### src/rtl/riscv_biu_arbiter.sv
// Shares one cache BIU request port between NREQ requesters.
// The grant is held until every data beat of the accepted burst completes.
module riscv_biu_arbiter #(
    parameter int ADDR     = 32,
    parameter int XLEN     = 32,
    parameter int NREQ     = 2,
    parameter int ARB_MODE = 0
) (
    input  logic                 HRESETn,
    input  logic                 HCLK,
    input  logic [NREQ-1:0]      m_stb,
    output logic [NREQ-1:0]      m_stb_ack,
    input  logic [NREQ*ADDR-1:0] m_adri,
    input  logic [NREQ*3-1:0]    m_type,
    input  logic [NREQ-1:0]      m_we,
    input  logic [NREQ-1:0]      m_lock,
    input  logic [NREQ*XLEN-1:0] m_d,
    output logic [XLEN-1:0]      m_q,
    output logic [NREQ-1:0]      m_rack,
    output logic [NREQ-1:0]      m_wack,
    output logic [NREQ-1:0]      m_err,
    output logic                 biu_stb,
    input  logic                 biu_stb_ack,
    output logic [ADDR-1:0]      biu_adri,
    output logic [2:0]           biu_type,
    output logic                 biu_we,
    output logic                 biu_lock,
    output logic [XLEN-1:0]      biu_d,
    input  logic [XLEN-1:0]      biu_q,
    input  logic                 biu_rack,
    input  logic                 biu_wack,
    input  logic                 biu_err
);

    localparam int IW = (NREQ > 1) ? $clog2(NREQ) : 1;

    typedef enum logic {
        IDLE,
        BUSY
    } state_t;

    state_t          r_state;
    state_t          w_next;
    logic [IW-1:0]   r_owner;
    logic [IW-1:0]   r_last;
    logic [4:0]      r_beats;
    logic            r_locked;
    logic [IW-1:0]   w_grant;
    logic [IW-1:0]   w_idx;
    logic [IW-1:0]   w_sel;
    logic            w_found;
    logic            w_take;
    logic            w_ack;

    function automatic logic [4:0] burst_beats(input logic [2:0] t);
        unique case (t[2:1])
            2'b00:   return 5'd1;
            2'b01:   return 5'd4;
            2'b10:   return 5'd8;
            default: return 5'd16;
        endcase
    endfunction

    // With nobody requesting, the grant falls back to the current owner.
    always_comb begin
        w_grant = r_owner;
        w_idx   = '0;
        w_found = 1'b0;
        if (r_locked) begin
            w_grant = r_owner;
        end else if (ARB_MODE == 0) begin
            for (int i = 1; i <= NREQ; i++) begin
                w_idx = IW'((int'(r_last) + i) % NREQ);
                if (!w_found && m_stb[w_idx]) begin
                    w_grant = w_idx;
                    w_found = 1'b1;
                end
            end
        end else begin
            for (int i = NREQ - 1; i >= 0; i--) begin
                w_idx = IW'(i);
                if (m_stb[w_idx]) begin
                    w_grant = w_idx;
                end
            end
        end
    end

    assign w_sel    = (r_state == IDLE) ? w_grant : r_owner;
    assign biu_adri = m_adri[w_sel*ADDR +: ADDR];
    assign biu_type = m_type[w_sel*3 +: 3];
    assign biu_we   = m_we[w_sel];
    assign biu_lock = m_lock[w_sel];
    assign biu_d    = m_d[w_sel*XLEN +: XLEN];
    assign m_q      = biu_q;
    assign w_take   = biu_stb & biu_stb_ack;
    assign w_ack    = biu_rack | biu_wack;

    always_comb begin
        biu_stb   = 1'b0;
        m_stb_ack = '0;
        m_rack    = '0;
        m_wack    = '0;
        m_err     = '0;
        if (HRESETn) begin
            if (r_state == IDLE) begin
                biu_stb            = m_stb[w_grant];
                m_stb_ack[w_grant] = m_stb[w_grant] & biu_stb_ack;
            end else begin
                m_rack[r_owner] = biu_rack;
                m_wack[r_owner] = biu_wack;
                m_err[r_owner]  = biu_err;
            end
        end
    end

    always_comb begin
        w_next = r_state;
        unique case (r_state)
            IDLE: begin
                if (w_take) w_next = BUSY;
            end
            BUSY: begin
                if (biu_err) w_next = IDLE;
                else if (w_ack && r_beats == 5'd1) w_next = IDLE;
            end
            default: w_next = IDLE;
        endcase
    end

    always_ff @(posedge HCLK or negedge HRESETn) begin
        if (!HRESETn) begin
            r_state  <= IDLE;
            r_owner  <= '0;
            r_last   <= IW'(NREQ - 1);
            r_beats  <= '0;
            r_locked <= 1'b0;
        end else begin
            r_state <= w_next;
            unique case (r_state)
                IDLE: begin
                    if (w_take) begin
                        r_owner  <= w_grant;
                        r_last   <= w_grant;
                        r_locked <= m_lock[w_grant];
                        r_beats  <= burst_beats(m_type[w_grant*3 +: 3]);
                    end else if (r_locked && !m_lock[r_owner]) begin
                        r_locked <= 1'b0;
                    end
                end
                BUSY: begin
                    if (biu_err) begin
                        r_beats  <= '0;
                        r_locked <= 1'b0;
                    end else if (w_ack && r_beats != 5'd0) begin
                        r_beats <= r_beats - 5'd1;
                    end
                end
                default: r_beats <= '0;
            endcase
        end
    end

endmodule

### config.mk
export PLATFORM = sky130hd
export DESIGN_NAME = riscv_biu_arbiter
export DESIGN_NICKNAME = d
export VERILOG_FILES = /design/src/rtl/riscv_biu_arbiter.sv
export SDC_FILE = /design/constraint.sdc
export NUM_CORES = 1
export LEC_CHECK = 0
export BUFFER_PORTS_ARGS = -buffer_cell sky130_fd_sc_hd__buf_2
export CORE_AREA = 2 2 113 115
export DETAILED_ROUTE_END_ITERATION = 6
export DIE_AREA = 0 0 115 117
export GPL_ROUTABILITY_DRIVEN = 0
export PLACE_DENSITY = 0.58
export SLEW_MARGIN = 20
export SYNTH_ARGS = -nofsm -noshare
export SYNTH_HDL_FRONTEND = slang
export SYNTH_SLANG_ARGS = --single-unit
### constraint.sdc
create_clock -name HCLK -period 1.7 [get_ports HCLK]
set_input_delay 0.085 -clock HCLK [delete_from_list [all_inputs] [get_ports HCLK]]
set_output_delay 0.085 -clock HCLK [all_outputs]
set_load 0.005 [all_outputs]
### Word level (Yosys, flattened, before mapping)

Index checks and enable logic that the tools add are counted.

| word-level totals | value |
|---|---|
| flip-flop bits (word level) | 9 |
| input bits | 178 |
| output and inout bits | 110 |
| logic and storage cells | 96 |

| operators by class | value |
|---|---|
| add/sub/neg operators | 3 |
| $mul | 2 |
| $lt $le $gt $ge | 7 |
| eq/ne operators | 7 |
| shifts and indexed selects | 4 |
| mux-type cells | 47 |
| bitwise gates (word level) | 8 |
| reductions and logical operators | 13 |

Operators with widths:

| kind | number |
|---|---|
| 64-bit by 7-bit indexed part select with 32-bit output | 2 |
| 1-bit two-way mux | 30 |
| 2-bit two-way mux | 8 |
| 5-bit two-way mux | 3 |
| 5-bit case mux with 3 select lines | 1 |
| 6-bit by 4-bit indexed part select with 3-bit output | 2 |
| 1-bit by 2-bit less-than comparator with 1-bit output (second input constant) | 5 |
| 5-bit case mux with 2 select lines | 1 |
| 2-bit AND | 4 |
| 1-bit logical AND | 6 |
| 1-bit by 2-bit multiplier with 3-bit output (second input constant) | 2 |
| 3-bit by 2-bit inequality test with 1-bit output (second input constant) | 2 |
| 2-bit AND reduction | 3 |
| 5-bit by 1-bit equality test with 1-bit output (second input constant) | 1 |
| 5-bit nonzero test | 1 |
| 5-bit by 1-bit subtractor with 5-bit output (second input constant) | 1 |
| 2-bit inequality test (second input constant) | 2 |
| 1-bit case mux with 2 select lines | 2 |
| 1-bit adder (second input constant) | 2 |
| 1-bit AND | 2 |
| 1-bit demux with 1-bit select | 2 |
| 2-bit by 1-bit equality test with 1-bit output (second input constant) | 1 |
| 2-bit equality test (second input constant) | 1 |
| 1-bit greater-or-equal comparator (second input constant) | 2 |
| 4 further kinds | 5 |

### Logic depth before layout (Yosys ltp)

Gate-level depths: netlist of the first run.

| depth | value |
|---|---|
| depth in word-level cells | 16 |
| mapped depth | 6 |
| depth with buffers taken out | 6 |

### Worst setup path after synthesis of the first run

Ideal clock, no wire load.

| path | value |
|---|---|
| path kind | flip-flop to output port |
| start point | register r_locked |
| end point | output port biu_adri[12] |
| data arrival time | 1666 ps |
| data required time | 1615 ps |
| slack | -51 ps |
| stages on the path, launching flop included | 7 |
| path buffers | 2 |
| path through | dfrtp_1 -> nand2b_1 -> a22oi_4 -> mux2_4 -> buf_6 -> buf_12 -> mux2_4 |

| on the way | value |
|---|---|
| cells in the longest elaborated chain, start to end | 3 |

RTL lines:

| element | RTL line | text |
|---|---|---|
| from (decl) | 47 | `logic r_locked;` |
| from (signal assigned) | 145 | `r_locked <= m_lock[w_grant];` |
| 1-bit two-way mux | 69 | `if (r_locked) begin` |
| 1-bit two-way mux | 89 | `assign w_sel = (r_state == IDLE) ? w_grant : r_owner;` |
| 64-bit by 7-bit indexed part select with 32-bit output | 90 | `assign biu_adri = m_adri[w_sel*ADDR +: ADDR];` |
| to (decl) | 24 | `output logic [ADDR-1:0] biu_adri,` |

No other way between the ends.

### Worst setup path in the final report of the first run

| path | value |
|---|---|
| start point | register r_last |
| end point | output port biu_d[6] |

| on the way | value |
|---|---|
| cells in the longest elaborated chain, start to end | 11 |
| elaborated cells between the ends (all ways) | 15 |
| classes of those cells | 2 x add/sub; 1 x shift; 10 x mux; 2 x reduce/logical |

RTL lines:

| element | RTL line | text |
|---|---|---|
| from (decl) | 45 | `logic [IW-1:0] r_last;` |
| from (signal assigned) | 135 | `r_last <= IW'(NREQ - 1);` |
| from (signal assigned) | 144 | `r_last <= w_grant;` |
| 1-bit adder | 73 | `w_idx = IW'((int'(r_last) + i) % NREQ);` |
| 1-bit two-way mux (implied by the code) (2 in series) | 74 | `if (!w_found && m_stb[w_idx]) begin` |
| 1-bit two-way mux | 74 |  |
| 1-bit two-way mux | 69 |  |
| 1-bit zero test | 74 |  |
| 1-bit logical AND | 74 |  |
| 1-bit two-way mux * | 74 |  |
| 1-bit two-way mux * | 69 |  |
| 1-bit two-way mux * | 89 |  |
| 64-bit by 7-bit indexed part select with 32-bit output * | 94 | `assign biu_d = m_d[w_sel*XLEN +: XLEN];` |
| to (decl) | 28 | `output logic [XLEN-1:0] biu_d,` |

Mark *: on every way between the ends. The rest lies on a longest branch, timed or not. The select of a mux whose other input is x is not followed.

==> results.cfg, run 1 <==
[sta]
setup_viol = 71
rsz0062_at_grt = true
skew_ps = 1.39
fin_setup_tns_ps = -21090
slew-limit-headroom = 0.757
fin_ws_ps = -345
hold_ws_ps = 156
post-route-period-util = 1.20
slew_violations = 0
max_freq_mhz = 489
hold_violations = 0
worstMarginPinSlew_ps = 362
layout_min_cycle_time_ps = 2040

[cells_and_area]
final_cell_mix = 223 x buf_2, 63 x mux2_2, 14 x buf_4, 12 x mux2_4, 8 x inv_1
stdcell_count = 553
finish.instance_area_mm2 = 0.00319
n_antenna_cell = 0
drive_above_1_share = 0.814
fill_cells = 1322
post-route-util = 0.259
areaGrowthSynthToFinish_pct = 67.0
layout.area.seq_um2 = 228
layout_commonest_cell = buf_2
multiInputGateArea_mm2 = 0.00139
nets = 585

[grt]
grt_max_degree = 44
grt_overflow_total = 0
grtUsageTotal = 0.109
grt_pass1_vias = 2052
grt_first_pass_wirelength_mm = 11.0
antenna_found_initial = 0

[routing]
drt_iter0_drc = 43
wl_met3_mm = 1.38
route.antenna.remaining_nets = 0
drt_wl_total_mm = 8.70
met2_length_mm = 4.13
dr.max_layer_used = met4
drc = 0
wl_met1_mm = 3.12
avgRoutedWirePerCell_um = 15.7
drtPass1Iterations = 4
routed-via-count = 2261
via_per_inst = 4.09

[placement]
port_buffers = 223
dp_cells = 546
placed_area_mm2 = 0.00304
pre_cts_ws_ps = -190
dp_hpwl_mm = 7.61

[synth]
syn_inst = 200
async_reset_ff_frac = 1.00
ys_seq_area_frac = 0.118
syn_area_mm2 = 0.00191
yosys_warnings = 0
synth_ff_type = dfrtp_1
synth_edf_count = 0
syn_nets = 381
ys_ff_latch = 9
yosysUniqueCellTypes = 39
avgSynthCellArea_um2 = 9.56

[setup_path]
r2r-end = r_beats[1]
worstSetupEndpoint = biu_d[6]
critPathMaxStageDelay_ps = 530
crit_path_end_kind = output pin
cp-start-kind = flip-flop
cp_slowest_cell = dfstp_2
worstSetupStartpoint = r_last
cp.arrival_ps = 1960
cp_max_fo = 43
worstSetupPathType = reg2out
crit_required_ps = 1620
crit_chain = nand2_2 -> a22oi_4 -> mux2_4 -> buf_16 -> mux2_2 -> buf_2
reg2regPathDepth = 5
r2r-start = r_beats[0]
regToRegSetupSlack_ps = 10

[clocking]
path_clk_slew_ps = 40
cts_tree = built
cts_buffer_depth = 2
cts_root_buffer = clkbuf_16
h-tree-depth = 1
insertion_delay_ps = 240
cts_made_buffers = 3
clock-sinks = 9

[worst_hold_path]
min_path_type = in2reg
min_from = biu_stb_ack

[run]
drv_cap = 0

[floorplan]
ios = 288
start_util = 0.155
die_h_um = 117
fp.coreArea_mm2 = 0.0123
rows = 41
die_w_um = 115
die_area_mm2 = 0.0135

[status]
outcome = finished with violations
failed_checks = setup timing

[power_and_ir_drop]
vdd_drop_max_mv = 0.437
power_mw = 3.26
pwr_density_cell_mw_per_mm2 = 1020
p_leak_nw = 1.68
==> area by class of cell <==
type / instances / area share
Multi-Input combinational cell: 142 / 0.435
Timing Repair Buffer: 240 / 0.400
Sequential cell: 9 / 0.0713
Tap cell: 150 / 0.0588
Clock buffer: 4 / 0.0247
Inverter: 8 / 0.00940
==> logic make-up (layout without fill, tap and decap cells) <==
| group | Yosys count | after routing | synth area share |
|---|---|---|---|
| AO/OA/AOI/OAI | 22 | 22 | 0.0923 |
| adder cells (fa/ha/maj) | 3 | 3 | 0.0196 |
| buffers and inverters | 49 | 252 | 0.183 |
| flip-flops | 9 | 9 | 0.118 |
| multiplexers | 77 | 77 | 0.474 |
| AND/OR/NAND/NOR | 40 | 40 | 0.113 |
==> critical path, delay by kind of cell, from the launching register on <==
| kind | cells | cell delay, ps |
|---|---|---|
| AO/OA/AOI/OAI | 1 | 150 |
| buffers and inverters | 2 | 360 |
| flip-flops | 1 | 530 |
| multiplexers | 2 | 590 |
| AND/OR/NAND/NOR | 1 | 70 |
==> per-layer routing <==
| layer | global-route usage | up-vias |
|---|---|---|
| met5 | 0 | - |
| met4 | 0.0217 | 0 |
| met3 | 0.0716 | 11 |
| met2 | 0.178 | 115 |
| met1 | 0.120 | 1046 |
| li1 | - | 1089 |
==> state kept, by name (all words and copies together), names as in the netlist <==
signal / cells
r_locked: 1
r_state: 1
r_owner: 1
r_last: 1
r_beats: 5
==> timing repair <==
item,CTS,global route
setup buffers,2,0
endpoints found under the hold margin,9,0
hold buffers,1,0
setup endpoints to repair,74,76
pin swaps,1,1
resized for setup,10,2
==> cells in the mapped netlist, types with 3 or more instances <==
| master | n | area (um2) |
|---|---|---|
| nor3_1 | 3 | 15.0 |
| mux2_2 | 64 | 721 |
| o221ai_1 | 3 | 26.3 |
| ha_1 | 3 | 37.5 |
| dfrtp_1 | 8 | 200 |
| and2_1 | 7 | 43.8 |
| nand2_1 | 7 | 26.3 |
| nor2_1 | 7 | 26.3 |
| buf_4 | 37 | 278 |
| inv_1 | 8 | 30.0 |
| mux2_4 | 11 | 165 |
| nor2b_1 | 6 | 37.5 |
| o21ai_0 | 3 | 15.0 |
==> where the power goes <==
group | total [mW] | switching, mW | internal (mW) | leakage [nW]
Clock | 0.435 | 0.120 | 0.315 | 0.0382
Combinational | 2.43 | 1.02 | 1.41 | 1.53
Sequential | 0.393 | 0.0959 | 0.297 | 0.113
Total | 3.26 | 1.23 | 2.02 | 1.68
==> worst min-delay path by stage <==
| stage | cells after the start | slack, ps | endpoint |
|---|---|---|---|
| detailed placement | 2 | 50 | r_beats[0] |
| floorplan | 0 | -210 | r_beats[0] |
| global route | 3 | 170 | r_locked |
| CTS | 3 | 150 | r_locked |
| global placement | 2 | 40 | r_beats[0] |
| finish | 3 | 160 | r_locked |
No activity file was read; power rests on OpenSTA's default activity.
==> run 2: changes to the inputs <==
CELL_PAD_IN_SITES_DETAIL_PLACEMENT = 1   (was default)
CELL_PAD_IN_SITES_GLOBAL_PLACEMENT = 1   (was default)
CTS_BUF_LIST = sky130_fd_sc_hd__clkbuf_4   (was default)
MAX_ROUTING_LAYER = met4   (was default)
PLACE_DENSITY = 0.83   (was 0.58)
==> results.cfg, run 2 (synthesis gave the netlist of run 1 again) <==
[grt]
antenna_found_initial = 0
grt_max_degree = 38
grt_overflow_total = 0
grt_pass1_vias = 2303
grt_first_pass_wirelength_mm = 12.1
grtUsageTotal = 0.122

[setup_path]
crit_required_ps = 1620
cp_max_fo = 37
cp.arrival_ps = 1970
cp-start-kind = flip-flop
worstSetupPathType = reg2out
crit_path_end_kind = output pin

[routing]
avgRoutedWirePerCell_um = 17.0
drt_wl_total_mm = 9.50
routed-via-count = 2293
route.antenna.remaining_nets = 0
drt_iter0_drc = 37
drc = 0
via_per_inst = 4.11
drtPass1Iterations = 4

[floorplan]
die_area_mm2 = 0.0135
start_util = 0.155
ios = 288
fp.coreArea_mm2 = 0.0123
rows = 41
die_w_um = 115
die_h_um = 117

[sta]
hold_violations = 0
post-route-period-util = 1.21
slew-limit-headroom = 0.786
rsz0062_at_grt = true
fin_setup_tns_ps = -23240
slew_violations = 0
setup_viol = 71
worstMarginPinSlew_ps = 321
max_freq_mhz = 485
layout_min_cycle_time_ps = 2060
fin_ws_ps = -360
skew_ps = 1.77

[power_and_ir_drop]
p_int_mw = 1.85
pwr-share-clk = 0.061
p_sw_mw = 1.22
power_mw = 3.07
pwr_density_cell_mw_per_mm2 = 969
vdd_drop_max_mv = 0.252
power.share.sequential = 0.134
combPwrFrac = 0.805
power.share.switching = 0.397
p_leak_nw = 1.68

[status]
outcome = finished with violations
failed_checks = setup timing

[cells_and_area]
areaGrowthSynthToFinish_pct = 65.7
largest-register = r_beats
drive_above_1_share = 0.821
final_cell_mix = 223 x buf_2, 63 x mux2_2, 19 x buf_4, 12 x mux2_4, 8 x inv_1
n_antenna_cell = 0
stdcell_count = 558
layout_commonest_cell = buf_2
nets = 590
largest_reg_flops = 5
post-route-util = 0.257

[run]
drv_cap = 0

[clocking]
h-tree-depth = 1
path_clk_slew_ps = 60
cts_made_buffers = 3
cts_buffer_depth = 2
clock-sinks = 9
cts_root_buffer = clkbuf_4
cts_tree = built
insertion_delay_ps = 260

[placement]
port_buffers = 223
dp_hpwl_mm = 8.60
dp_cells = 550
pre_cts_ws_ps = -93.9

[worst_hold_path]
min_path_type = in2reg
==> run 2: cell types whose count changed in the layout (fill, tap and decap cells not counted), sizes merged <==
cell | previous run | this run
buf | 239 | 244
==> run 2: final cells by class <==
class                   instances  area [um2]
clock buffers                   4        30.0
fillers                      1526        9140
inverters                       8        30.0
multi-input cells             142        1380
flip-flops and latches          9         228
well taps                     150         188
repair buffers                245        1310
==> run 2: power groups by stage <==
| stage | Sequential (mW) | Combinational (mW) | Clock, mW |
|---|---|---|---|
| 2_1_floorplan | 0.351 | 1.49 | 0 |
| 3_3_place_gp | 0.377 | 2.27 | 0 |
| 3_5_place_dp | 0.391 | 2.36 | 0 |
| 4_1_cts | 0.390 | 2.44 | 0.191 |
| 5_1_grt | 0.420 | 2.69 | 0.198 |
| 6_report | 0.412 | 2.47 | 0.187 |
==> run 2: final timing paths <==
kind | startpoint | to | slack [ps] | cells past startpoint
max | r_locked | biu_d[1] | -360 | 6
min | biu_stb_ack | r_locked | 110 | 3
max reg2reg | r_owner | r_locked | 50 | 6
min reg2reg | r_last | r_last | 520 | 1
max in group asynchronous | HRESETn | r_last | 1170 | 3
min in group asynchronous | HRESETn | r_beats[3] | 310 | 3
==> run 2: critical path: stages (launching register included) <==
cell and delay [ps]:
dfrtp_1 390, and2b_1 240, a22oi_4 130, mux2_4 210, buf_12 220, mux2_2 370, buf_2 140
==> run 2: per-layer routing <==
| metal | global-route usage | up-vias | part of all wire |
|---|---|---|---|
| li1 | - | 1105 | - |
| met1 | 0.117 | 1067 | 0.33 |
| met2 | 0.208 | 113 | 0.50 |
| met3 | 0.0844 | 8 | 0.16 |
| met4 | 0.0161 | 0 | 0.0043 |
| met5 | - | - | 0 |
==> run 2: timing repair <==
item,CTS,global route
resized for setup,6,6
pin swaps,2,1
hold buffers,1,0
hold endpoints to repair,9,0
setup buffers,2,1
endpoints found under the setup margin,75,77
==> run 2: metrics by stage <==
step	hold WS [ps]	area, um2
6_report	107	3170
5_1_grt	110	3170
4_1_cts	106	3140
3_5_place_dp	48.9	3070
3_3_place_gp	49.3	3070
2_1_floorplan	-211	1920
